--- config.mk ---
export PLATFORM = sky130hd
export DESIGN_NAME = autotest_sweep
export DESIGN_NICKNAME = d
export VERILOG_FILES = /design/src/rtl/autotest_sweep.sv
export SDC_FILE = /design/constraint.sdc
export NUM_CORES = 1
export LEC_CHECK = 0
export ABC_AREA = 1
export CORE_AREA = 2 2 203 205
export CTS_BUF_LIST = sky130_fd_sc_hd__clkbuf_16
export DETAILED_ROUTE_END_ITERATION = 6
export DIE_AREA = 0 0 205 207
export PLACE_DENSITY_LB_ADDON = 0.15
export SLEW_MARGIN = 30
export SYNTH_ARGS = -nofsm -noshare
export SYNTH_HDL_FRONTEND = slang
export SYNTH_SLANG_ARGS = --single-unit
--- constraint.sdc ---
create_clock -name clk -period 7.52 [get_ports clk]
set_clock_uncertainty 0.1 [all_clocks]
set_input_delay 1.88 -clock clk [delete_from_list [all_inputs] [get_ports clk]]
set_output_delay 1.88 -clock clk [all_outputs]
set_load 0.02 [all_outputs]
--- src/rtl/autotest_sweep.sv ---
// autotest_sweep: sweeps the sdspi read engine over speed, block count and read mode, timing each run
module autotest_sweep #(
  parameter int          NB_W       = 32,
  parameter int          SPD_W      = 5,
  parameter int          CNT_W      = 32,
  parameter logic [31:0] TIMEOUT    = 32'h00FF_FFFF,
  parameter int          RST_CYCLES = 16,
  parameter bit          BOTH_MODES = 1'b1
) (
  input  logic             clk,
  input  logic             rst,
  input  logic             start,
  input  logic             abort,
  input  logic [SPD_W-1:0] cfg_speed_min,
  input  logic [SPD_W-1:0] cfg_speed_max,
  input  logic [NB_W-1:0]  cfg_nb_start,
  input  logic [NB_W-1:0]  cfg_nb_step,
  input  logic [7:0]       cfg_nb_steps,
  input  logic             cfg_cmd18,
  output logic             sdspi_ctrl_mux,
  output logic             sdspi_rst,
  output logic             sdspi_start,
  output logic [NB_W-1:0]  sdspi_n_blocks,
  output logic [SPD_W-1:0] sdspi_sclk_speed,
  output logic             sdspi_cmd18,
  input  logic             sdspi_finish,
  output logic             res_valid,
  input  logic             res_ready,
  output logic [CNT_W-1:0] res_cycles,
  output logic [SPD_W-1:0] res_speed,
  output logic [NB_W-1:0]  res_n_blocks,
  output logic             res_cmd18,
  output logic             res_timeout,
  output logic             busy,
  output logic             done
);
  localparam int RW = $clog2(RST_CYCLES + 1);
  localparam logic [CNT_W-1:0] TO = CNT_W'(TIMEOUT);
  typedef enum logic [2:0] {IDLE, URST, GO, RUN, REPORT, NEXT, FIN} state_t;
  state_t           state_q, state_d;
  logic [SPD_W-1:0] spd_q, spd_d, spd_max_q, spd_max_d;
  logic [NB_W-1:0]  nb_q, nb_d, nb_start_q, nb_start_d, nb_step_q, nb_step_d;
  logic [7:0]       steps_q, steps_d, idx_q, idx_d;
  logic             mode_q, mode_d, cmd18_cfg_q, cmd18_cfg_d;
  logic [RW-1:0]    rcnt_q, rcnt_d;
  logic [CNT_W-1:0] cnt_q, cnt_d, cyc_q, cyc_d;
  logic             to_q, to_d;
  logic [CNT_W-1:0] cnt_inc;
  logic             fixed_mode;
  assign cnt_inc    = cnt_q + 1'b1;
  assign fixed_mode = BOTH_MODES ? 1'b0 : cmd18_cfg_q;
  // Next-state: run sequencing, latency measurement and the innermost-first sweep walk
  always_comb begin
    state_d     = state_q;
    spd_d       = spd_q;
    spd_max_d   = spd_max_q;
    nb_d        = nb_q;
    nb_start_d  = nb_start_q;
    nb_step_d   = nb_step_q;
    steps_d     = steps_q;
    idx_d       = idx_q;
    mode_d      = mode_q;
    cmd18_cfg_d = cmd18_cfg_q;
    rcnt_d      = '0;
    cnt_d       = cnt_q;
    cyc_d       = cyc_q;
    to_d        = to_q;
    case (state_q)
      IDLE: if (start) begin
        spd_d       = cfg_speed_min;
        spd_max_d   = cfg_speed_max;
        nb_d        = cfg_nb_start;
        nb_start_d  = cfg_nb_start;
        nb_step_d   = cfg_nb_step;
        steps_d     = cfg_nb_steps;
        idx_d       = '0;
        cmd18_cfg_d = cfg_cmd18;
        mode_d      = BOTH_MODES ? 1'b0 : cfg_cmd18;
        state_d     = (cfg_speed_min > cfg_speed_max || cfg_nb_steps == 8'd0) ? FIN : URST;
      end
      URST: begin
        rcnt_d  = rcnt_q + 1'b1;
        state_d = (rcnt_q == RW'(RST_CYCLES - 1)) ? GO : URST;
      end
      GO: begin
        cnt_d   = '0;
        state_d = RUN;
      end
      RUN: begin
        cnt_d = cnt_inc;
        if (sdspi_finish || cnt_inc == TO) begin
          cyc_d   = cnt_inc;
          to_d    = !sdspi_finish;
          state_d = REPORT;
        end
      end
      REPORT: state_d = res_ready ? NEXT : REPORT;
      NEXT: begin
        state_d = URST;
        if (BOTH_MODES && !mode_q) mode_d = 1'b1;
        else begin
          mode_d = fixed_mode;
          if ({1'b0, idx_q} + 9'd1 < {1'b0, steps_q}) begin
            idx_d = idx_q + 8'd1;
            nb_d  = nb_q + nb_step_q;
          end else begin
            idx_d = '0;
            nb_d  = nb_start_q;
            if (spd_q == spd_max_q) state_d = FIN;
            else spd_d = spd_q + 1'b1;
          end
        end
      end
      FIN: state_d = IDLE;
      default: state_d = IDLE;
    endcase
    if (abort && state_q != IDLE && state_q != FIN) state_d = FIN;
  end
  // State and sweep registers; asynchronous reset returns everything to idle
  always_ff @(posedge clk or negedge rst) begin
    if (!rst) begin
      state_q     <= IDLE;
      spd_q       <= '0;
      spd_max_q   <= '0;
      nb_q        <= '0;
      nb_start_q  <= '0;
      nb_step_q   <= '0;
      steps_q     <= '0;
      idx_q       <= '0;
      mode_q      <= 1'b0;
      cmd18_cfg_q <= 1'b0;
      rcnt_q      <= '0;
      cnt_q       <= '0;
      cyc_q       <= '0;
      to_q        <= 1'b0;
    end else begin
      state_q     <= state_d;
      spd_q       <= spd_d;
      spd_max_q   <= spd_max_d;
      nb_q        <= nb_d;
      nb_start_q  <= nb_start_d;
      nb_step_q   <= nb_step_d;
      steps_q     <= steps_d;
      idx_q       <= idx_d;
      mode_q      <= mode_d;
      cmd18_cfg_q <= cmd18_cfg_d;
      rcnt_q      <= rcnt_d;
      cnt_q       <= cnt_d;
      cyc_q       <= cyc_d;
      to_q        <= to_d;
    end
  end
  assign busy             = state_q != IDLE;
  assign sdspi_ctrl_mux   = state_q != IDLE;
  assign sdspi_rst        = state_q inside {IDLE, URST, FIN};
  assign sdspi_start      = state_q == GO;
  assign done             = state_q == FIN;
  assign res_valid        = state_q == REPORT && !abort;
  assign sdspi_n_blocks   = nb_q;
  assign sdspi_sclk_speed = spd_q;
  assign sdspi_cmd18      = mode_q;
  assign res_cycles       = cyc_q;
  assign res_timeout      = to_q;
  assign res_speed        = spd_q;
  assign res_n_blocks     = nb_q;
  assign res_cmd18        = mode_q;
endmodule

==> results of run 1 <==
kinds of logic (layout without fill, tap and decap cells):
logic type	after synthesis	count (layout)	synth area share [%]
AND/OR/NAND/NOR	760	760	26.04
AO/OA/AOI/OAI	273	273	11.99
buffers and inverters	272	424	10.09
flip-flops	196	196	41.03
adder cells (fa/ha/maj)	50	50	5.296
multiplexers	35	35	3.276
XOR/XNOR	31	31	2.271
other	0	1	0
sequential cells by signal (all words and copies together) (netlist names):
| signal | count |
|---|---|
| cnt_q | 32 |
| nb_start_q | 32 |
| nb_step_q | 32 |
| res_cycles | 32 |
| res_n_blocks | 32 |
| idx_q | 8 |
| steps_q | 8 |
| rcnt_q | 5 |
| res_speed | 5 |
| spd_max_q | 5 |
| state_q | 3 |
| res_cmd18 | 1 |
| res_timeout | 1 |
how the worst min path moves through the flow:
stage                               from        endpoint  slack, ns
after floorplan                rcnt_q[0]       rcnt_q[0]       0.33
after global placement         rcnt_q[0]       rcnt_q[0]       0.35
after detailed placement  res_cycles[17]  res_cycles[17]       0.36
after CTS                      rcnt_q[0]       rcnt_q[0]       0.37
after global routing           rcnt_q[0]       rcnt_q[0]       0.39
final                          rcnt_q[0]       rcnt_q[0]       0.37
routing by layer:
layer / GRT usage [%] / part of all wire [%] / wire, um
met5: 0 / 0 / 0
met4: 4.788 / 1.9 / 666
met3: 2.722 / 3.4 / 1182
met2: 29.19 / 49 / 17090
met1: 22.14 / 46 / 16100
worst reg2reg max path, cell delays in order (launching register included):
cell,delay (ns)
dfrtp_1,0.41
nand3_1,0.17
inv_1,0.09
nand4_1,0.09
nor2_1,0.14
xor2_1,0.22
inv_1,0.08
ha_1,0.31
nand3_1,0.08
nand3_1,0.08
inv_1,0.05
nand2_2,0.40
inv_1,0.56
nand2_1,0.17
buf_4,0.37
nand3_1,0.38
nand2_1,0.14
o21ai_0,0.08
placed cells by master, fill, tap and decap left out, types with 22 or more instances in the layout:
master,Yosys,routed
o21ai_0,144,144
nand3_1,112,112
a21oi_1,90,90
o22ai_1,22,22
clkdlybuf4s50_1,0,201
nand2_1,426,423
inv_1,183,184
dfrtp_1,196,196
nor2_1,186,185
mux2_2,33,33
ha_1,49,49
power by group:
group          internal (mW)  switching [mW]
registers               1.38           0.292
clock network          0.487           0.440
logic                   1.31            1.99
total                   3.17            2.72
metrics by stage:
step	std cells	setup slack [ns]
final	2302	2.429
after floorplan	1617	3.367
after global routing	2302	2.386
after CTS	2301	2.424
after detailed placement	2271	2.431
after global placement	2271	2.458
layout make-up:
cell class                 count  area, um^2
clock inverter                13       137.6
sequential                   196        4905
multi-input combinational   1149        5869
antenna                        1       2.502
clock buffer                  17       425.4
inverter                     185       694.4
tap                          532       665.6
fill                        4319       25580
timing repair buffer         209        2092
==> summary.txt, run 1 <==
Clocking
  • Max H-tree Level: 4
  • CTS Sinks: slightly below 200
  • Clk buf depth: 2
  • Root Buffer: clkbuf_16
  • Worst-skew pair later-pin latency: around 0.45 ns
  • CTS tree: done
  • Hold_buf cts: 0
  • Postcts setup bufs: 0
  • Num CTS Buffers: 17
  • CTS resizes: 0
  • Reg clk slew, reported paths: roughly 0.070 ns

STA
  • Fin. max-slew vios: 0
  • RSZ-0062 raised after global routing: false
  • Setup violators final: 0
  • Count of final hold-check violations: 0
  • Crit path time final: between 5 and 6 ns
  • Fin crit share: between 60% and 70%
  • Relative slew margins: 39.13%
  • Worst-Margin Slew: a little over 0.9 ns
  • Hold slack: 0.3675 ns
  • Final setup TNS: 0 ns
  • Fmax: around 200 MHz

Synth
  • Cell with the most instances after synthesis: nand2_1
  • Post-synth EDFFs: 0
  • Commonest cells in the netlist: nand2_1, dfrtp_1, nor2_1
  • Synth area leaders: dfrtp_1, nand2_1, o21ai_0
  • Library cells used by synthesis: 40
  • Commonest register cell after synthesis: dfrtp_1
  • Syn Area/Cell: 7.393 um^2
  • Yosys top cell by area: dfrtp_1
  • Mapped Nets: between 1500 and 2000
  • Yosys warns: 0
  • Ys async rst share: 100.0%
  • Share of the synthesized area in the top cell type: a little over 40%
  • Post-synthesis sequential area ratio: about two fifths
  • Synthesized cell area: about 0.012 mm^2
  • Seq cells post-synth: slightly below 200
  • Syn Inst Count: 1617

Place
  • Placed standard-cell area: between 0.01 and 0.015 mm^2
  • GP Congestion: 0.8986
  • I/O Buffers: 202
  • Dpl hpwl: around 26000 um

Finish
  • Final core utilization: between 30% and 40%
  • Syn-to-layout area delta: 23.74%
  • Share of layout cells above drive strength 1: under 10%
  • Fin nets: approximately 1900
  • Cell area after layout: roughly 0.015 mm^2

Floorplanning
  • Row cnt: between 70 and 80
  • Initial Util: 29.61%
  • Die Ht: 207 um
  • I/O Pins: roughly 200
  • Die width: between 200 and 250 um
  • Die area: ~0.042 mm^2
  • Core Area: slightly above 0.04 mm^2

Routing
  • Number of DRC markers in iteration 0: 480
  • Post-DRT Antenna Nets: 0
  • Post-DR wirelength/cell: approximately 15 um
  • 1st-pass router iterations: 5
  • Routed WL: about 35000 um
  • DR vias/cell: 4.630
  • Detailed-route via count: 10660
  • Residual DRC: 0

Hold path
  • Hold path depth: 1
  • Hold Path Class: register to register

Critical path
  • CP arrival: between 3 and 4 ns
  • Delay-heaviest family, CP: buffers and inverters
  • Critical path, cell by cell: clkdlybuf4s50_1 > nor2_1 > clkdlybuf4s50_1
  • Crit path buf inv count: 2
  • Worst setup SP type: input pin
  • Worst path most repeated cell: clkdlybuf4s50_1
  • Crit path kind: input pin to output pin
  • CP required: between 5 and 6 ns
  • Slowest stage delay, CP: 0.62 ns
  • Reg2reg start: idx_q[0]
  • Worst Path Max Fanout: 3
  • R2r endpoint: res_speed[4]
  • Stages on worst setup path: 3
  • Worst reg2reg path depth: 17
  • Slowest stage cell, crit path: clkdlybuf4s50_1
  • Setup crit start: abort
  • Critical Path Sink: res_valid
  • CP endpoint kind: output pin
  • R2R setup slack: about 3.5 ns

Job
  • MaxCap Viol Count: 0

Global routing
  • Grt total ovfl: 0
  • Vias in the first global route: approximately 11000
  • Gr usage total: between 10% and 20%
  • Largest net degree at the start of global routing: around 110
  • Initial antenna violation count: 1
  • Global-route wire length before repair: around 58000 um

Pwr
  • Power Density: 398.5 mW/mm^2
  • Worst vdd ir: approximately 0.00021 V
  • Leak: ~7.1 nW
  • Total power draw: 5.894 mW

Run status
  • Status: finished clean
Power figures use the tool's default switching activity.
==> run 2: changes to the inputs <==
Clock period 7.52 ns to 4.79 ns, I/O delays scaled along.
==> summary.txt, run 2 (same netlist as run 1, synthesis figures left out) <==
Floorplanning
  • Row cnt: 74 (unchanged)
  • Die Ht: 207 um (unchanged)
  • Die area: 0.04244 mm^2 (unchanged)
  • Die width: 205 um (unchanged)
  • Initial Util: 29.61% (unchanged)
  • Core Area: 0.04037 mm^2 (unchanged)
  • I/O Pins: 204 (unchanged)

Routing
  • Post-DR wirelength/cell: 15.31 um (+0.55%)
  • Routed WL: 35250 um (+0.59%)
  • DR vias/cell: 4.630 (about the same)
  • 1st-pass router iterations: 6 (+1)
  • Post-DRT Antenna Nets: 0 (unchanged)
  • Number of DRC markers in iteration 0: 561 (+17%)
  • Detailed-route via count: 10660 (+0.047%)
  • Residual DRC: 0 (unchanged)

Pwr
  • Int Pwr: 4.986 mW (+57%)
  • Total power draw: 9.242 mW (+57%)
  • Clock power frac: 15.4% (-0.3 points)
  • Sw Share: 46.05% (-0.092 points)
  • Worst vdd ir: 0.0002671 V (+28%)
  • Combinational power share: 56.4% (+0.5 points)
  • Psw: 4.256 mW (+56%)
  • Power Density: 623.9 mW/mm^2 (+57%)
  • Leak: 7.093 nW (+0.27%)
  • Sequential share of power: 28.3% (about the same)

STA
  • Fin. max-slew vios: 0 (unchanged)
  • Fin crit share: between 70 and 80%
  • Crit path time final: ~3.8 ns
  • RSZ-0062 raised after global routing: false
  • Hold slack: 0.3709 ns (+0.003384 ns)
  • Setup violators final: 0 (unchanged)
  • Final setup TNS: 0 ns (unchanged)
  • Relative slew margins: 54.32% (+15 points)
  • Worst-Margin Slew: 0.6853 ns (-0.2279 ns)
  • Count of final hold-check violations: 0 (unchanged)
  • Fmax: between 200 and 300 MHz

Finish
  • Ant. Diodes: 0 (-1)
  • Syn-to-layout area delta: 23.92%
  • Most frequent cells in the layout: nand2_1, clkdlybuf4s50_1, dfrtp_1, inv_1, nor2_1
  • Most common cell after layout, fill and taps aside: nand2_1
  • Fin nets: 1900 (+0.16%)
  • Share of layout cells above drive strength 1: 5.025% (-0.0057 points)

Critical path
  • CP endpoint kind: output pin
  • Critical path, cell by cell: inv_1 > nor2_1 > buf_4 > inv_1 > nor2_1 > clkdlybuf4s50_1
  • Worst Path Max Fanout: 30 (+27)
  • CP required: 3.49 ns (-2.05 ns)
  • Crit path kind: register to output pin
  • Worst setup SP type: register
  • Slowest stage delay, CP: 0.66 ns (+0.04 ns)
  • Slowest stage cell, crit path: clkdlybuf4s50_1
  • R2R setup slack: 1.59 ns (-1.89 ns)
  • CP arrival: 2.46 ns (-0.65 ns)

Global routing
  • Grt total ovfl: 0 (unchanged)
  • Global-route wire length before repair: 56750 um (-1.3%)
  • Largest net degree at the start of global routing: 123 (+15%)
  • Initial antenna violation count: 0 (-1)
  • Gr usage total: 16.97% (-0.091 points)
  • Vias in the first global route: 10640 (-0.72%)

Clocking
  • CTS Sinks: 196 (unchanged)
  • Max H-tree Level: 4 (unchanged)
  • Reg clk slew, reported paths: 0.07 ns (about the same)
  • CTS resizes: 0 (unchanged)
  • Clk buf depth: 2 (unchanged)
  • Root Buffer: clkbuf_16
  • CTS tree: done
  • Worst-skew pair later-pin latency: 0.46 ns (about the same)
  • Postcts setup bufs: 0 (unchanged)
  • Num CTS Buffers: 17 (unchanged)
  • Hold_buf cts: 0 (unchanged)

Run status
  • Status: finished clean

Place
  • I/O Buffers: 202 (unchanged)
  • GP Congestion: 0.8877 (-1.2%)
  • Dpl hpwl: 26180 um (+1.5%)

Hold path
  • Hold Path Class: register to register

Job
  • MaxCap Viol Count: 0 (unchanged)
## run 2: cell types whose count changed in the layout (fill, tap and decap cells not counted), sizes merged
cell	delta
buf	+2
clkbuf	+1
clkinv	-1
diode	-1
## run 2: critical path, delay by kind of cell (launching register included)
family / cells / cell delay (ns)
buf+inv: 4 / 1.29
simple gates: 2 / 0.32
flops: 1 / 0.40
## run 2: power groups by stage
stage | clock (mW) | combinational (mW) | sequential [mW]
3_3_place_gp | 0 | 5.19 | 2.65
6_report | 1.42 | 5.21 | 2.61
2_1_floorplan | 0 | 3.49 | 2.69
5_1_grt | 1.55 | 5.83 | 2.70
4_1_cts | 1.48 | 5.25 | 2.63
3_5_place_dp | 0 | 5.22 | 2.66
## run 2: per-layer routing
layer	track usage, %	up-vias	wire length (um)
li1	-	5467	-
met1	21.99	4968	16370
met2	28.84	193	17150
met3	2.753	35	1084
met4	5.185	0	649
met5	0	-	0
## run 2: path summary, 6_finish.rpt
kind	start	endpoint	cells after the start
worst max-delay path	state_q[1]	sdspi_start	6
worst min-delay path	rcnt_q[0]	rcnt_q[0]	1
worst max register to register	idx_q[0]	res_n_blocks[24]	16
worst min register to register	rcnt_q[0]	rcnt_q[0]	1
max in group asynchronous	rst	res_cycles[2]	2
min in group asynchronous	rst	rcnt_q[2]	1
## run 2: layout make-up
cell class	instances	area, um^2
clock buffers	17	425.4
flip-flops and latches	196	4905
well taps	532	665.6
repair buffers	212	2138
multi-input cells	1149	5867
clock inverters	12	117.6
inverters	185	694.4
fillers	4341	25560
## run 2: through the flow
step / util, % / area, um^2 / cells / worst slack, ns
after floorplan: - / 11950 / 1617 / 2.002
after global placement: 35.35 / 14270 / 2274 / 1.091
after global routing: 36.69 / 14810 / 2303 / 0.8264
after CTS: 36.69 / 14810 / 2303 / 0.9670
final: 36.69 / 14810 / 2303 / 1.030
after detailed placement: 35.35 / 14270 / 2274 / 1.070
==> run 3: changes to the inputs <==
Clock period 4.79 ns to 3.7 ns, I/O delays scaled along.
==> summary.txt, run 3 (same netlist as run 1, synthesis figures left out) <==
Job
  • MaxCap Viol Count: 0 (unchanged)

STA
  • Relative slew margins: 54.25% (-0.071 points)
  • Setup violators final: 0 (unchanged)
  • Count of final hold-check violations: 0 (unchanged)
  • Fin crit share: 90.69%
  • Crit path time final: between 3 and 4 ns
  • RSZ-0062 raised after global routing: false
  • Fin. max-slew vios: 0 (unchanged)
  • Fmax: 298.0 MHz
  • Final setup TNS: 0 ns (unchanged)
  • Worst-Margin Slew: 0.6821 ns (-0.003146 ns)

Critical path
  • CP required: 2.67 ns (-0.82 ns)
  • Worst Path Max Fanout: 6 (-80%)
  • R2R setup slack: 0.73 ns (-0.86 ns)
  • Crit path kind: register to output pin
  • Critical Path Sink: busy
  • Reg2reg start: cnt_q[1]
  • Setup crit start: state_q[1]
  • R2r endpoint: res_cycles[2]
  • Worst setup SP type: register
  • Worst reg2reg path depth: 16 (unchanged)
  • CP arrival: 2.33 ns (-0.13 ns)
  • CP endpoint kind: output pin

Place
  • Dpl hpwl: 26490 um (+1.2%)
  • I/O Buffers: 202 (unchanged)
  • Inst Count DP: 2279 (+0.22%)
  • GP Congestion: 0.9080 (+2.3%)

Floorplanning
  • Row cnt: 74 (unchanged)
  • Initial Util: 29.61% (unchanged)
  • Die width: 205 um (unchanged)
  • I/O Pins: 204 (unchanged)
  • Die area: 0.04244 mm^2 (unchanged)
  • Core Area: 0.04037 mm^2 (unchanged)
  • Die Ht: 207 um (unchanged)

Routing
  • Number of DRC markers in iteration 0: 564 (+0.53%)
  • Post-DR wirelength/cell: 15.26 um (-0.30%)
  • 1st-pass router iterations: 5 (-1)
  • Routed WL: 35260 um (about the same)
  • Residual DRC: 0 (unchanged)
  • DR vias/cell: 4.656 (+0.57%)
  • Detailed-route via count: 10760 (+0.92%)
  • Post-DRT Antenna Nets: 0 (unchanged)

Clocking
  • CTS Sinks: 196 (unchanged)
  • Hold_buf cts: 0 (unchanged)
  • Worst-skew pair later-pin latency: 0.45 ns (about the same)
  • Clk buf depth: 2 (unchanged)
  • Num CTS Buffers: 17 (unchanged)
  • CTS tree: done
  • Reg clk slew, reported paths: 0.08 ns (about the same)
  • CTS resizes: 0 (unchanged)
  • Root Buffer: clkbuf_16
  • Max H-tree Level: 4 (unchanged)
  • Postcts setup bufs: 0 (unchanged)

Global routing
  • Gr usage total: 16.93% (-0.036 points)
  • Grt total ovfl: 0 (unchanged)
  • Largest net degree at the start of global routing: 83 (-33%)
  • Vias in the first global route: 10680 (+0.41%)
  • Initial antenna violation count: 0 (unchanged)
  • Global-route wire length before repair: 57130 um (+0.66%)

Finish
  • Most common cell after layout, fill and taps aside: nand2_1
  • Share of layout cells above drive strength 1: 5.340% (+0.31 points)
  • FILL cells: 4386 (+1.0%)
  • Most frequent cells in the layout: nand2_1, clkdlybuf4s50_1, dfrtp_1, nor2_1, inv_1
  • Final Instance Count excl. Fillers: 2311 (+0.35%)
  • Syn-to-layout area delta: 24.20%
  • Ant. Diodes: 0 (unchanged)
  • Final core utilization: 36.78% (+0.084 points)
  • Fin nets: 1905 (+0.26%)

Pwr
  • Combinational power share: 56.6% (+0.2 points)
  • Int Pwr: 6.413 mW (+29%)
  • Psw: 5.541 mW (+30%)
  • Power Density: 805.2 mW/mm^2 (+29%)
  • Sequential share of power: 28.4% (about the same)
  • Leak: 7.116 nW (+0.32%)
  • Worst vdd ir: 0.0003590 V (+34%)
  • Total power draw: 11.95 mW (+29%)
  • Clock power frac: 15.1% (-0.3 points)
  • Sw Share: 46.35% (+0.30 points)

Run status
  • Status: finished clean

Hold path
  • Hold Path Class: input pin to asynchronous set/reset pin
run 3: changes by cell type in the layout (fill, tap and decap cells not counted), sizes merged:
cell      change
buf           +5
bufinv        -1
clkinv        +4
clkinvlp      -1
inv           +1
run 3: through the flow:
step	cell area [um^2]	hold WS [ns]	setup WS, ns
after global routing	14850	0.3715	0.1696
after floorplan	11950	0.3329	0.9760
after detailed placement	14310	0.3553	0.5338
after CTS	14850	0.3583	0.2921
after global placement	14310	0.3483	0.5423
final	14850	0.3533	0.3445
run 3: worst min-delay path by stage:
| stage | startpoint | to |
|---|---|---|
| floorplan | rcnt_q[0] | rcnt_q[0] |
| finish | rst | steps_q[2] |
| detailed placement | rcnt_q[0] | rcnt_q[0] |
| CTS | rst | steps_q[2] |
| global placement | rcnt_q[0] | rcnt_q[0] |
| global route | rst | steps_q[2] |
run 3: power groups by stage:
| stage | registers, mW | logic [mW] | clock network (mW) |
|---|---|---|---|
| 6_report | 3.39 | 6.76 | 1.80 |
| 5_1_grt | 3.49 | 7.54 | 1.94 |
| 4_1_cts | 3.41 | 6.81 | 1.87 |
| 3_5_place_dp | 3.45 | 6.76 | 0 |
| 3_3_place_gp | 3.43 | 6.74 | 0 |
| 2_1_floorplan | 3.49 | 4.51 | 0 |
run 3: area by class of cell:
class / count / area, um^2 / area share [%]
Clock buffer: 17 / 425.4 / 2.865
Timing Repair Buffer: 217 / 2176 / 14.66
Clock inverter: 15 / 113.9 / 0.7669
Sequential cell: 196 / 4905 / 33.04
Tap cell: 532 / 665.6 / 4.483
Inverter: 185 / 694.4 / 4.677
Multi-Input combinational cell: 1149 / 5867 / 39.52
run 3: layer usage:
layer	track usage, %	vias up	share of wire (%)
li1	-	5484	-
met1	22.02	5046	47
met2	28.76	197	48
met3	2.879	34	3.1
met4	4.813	0	2.1
met5	0	-	0
run 3: worst max-delay path, stage by stage (launching register included):
cell	delay, ns
dfrtp_1	0.42
nor2_1	0.21
inv_1	0.09
nor2_1	0.33
inv_1	0.24
clkdlybuf4s50_1	0.59
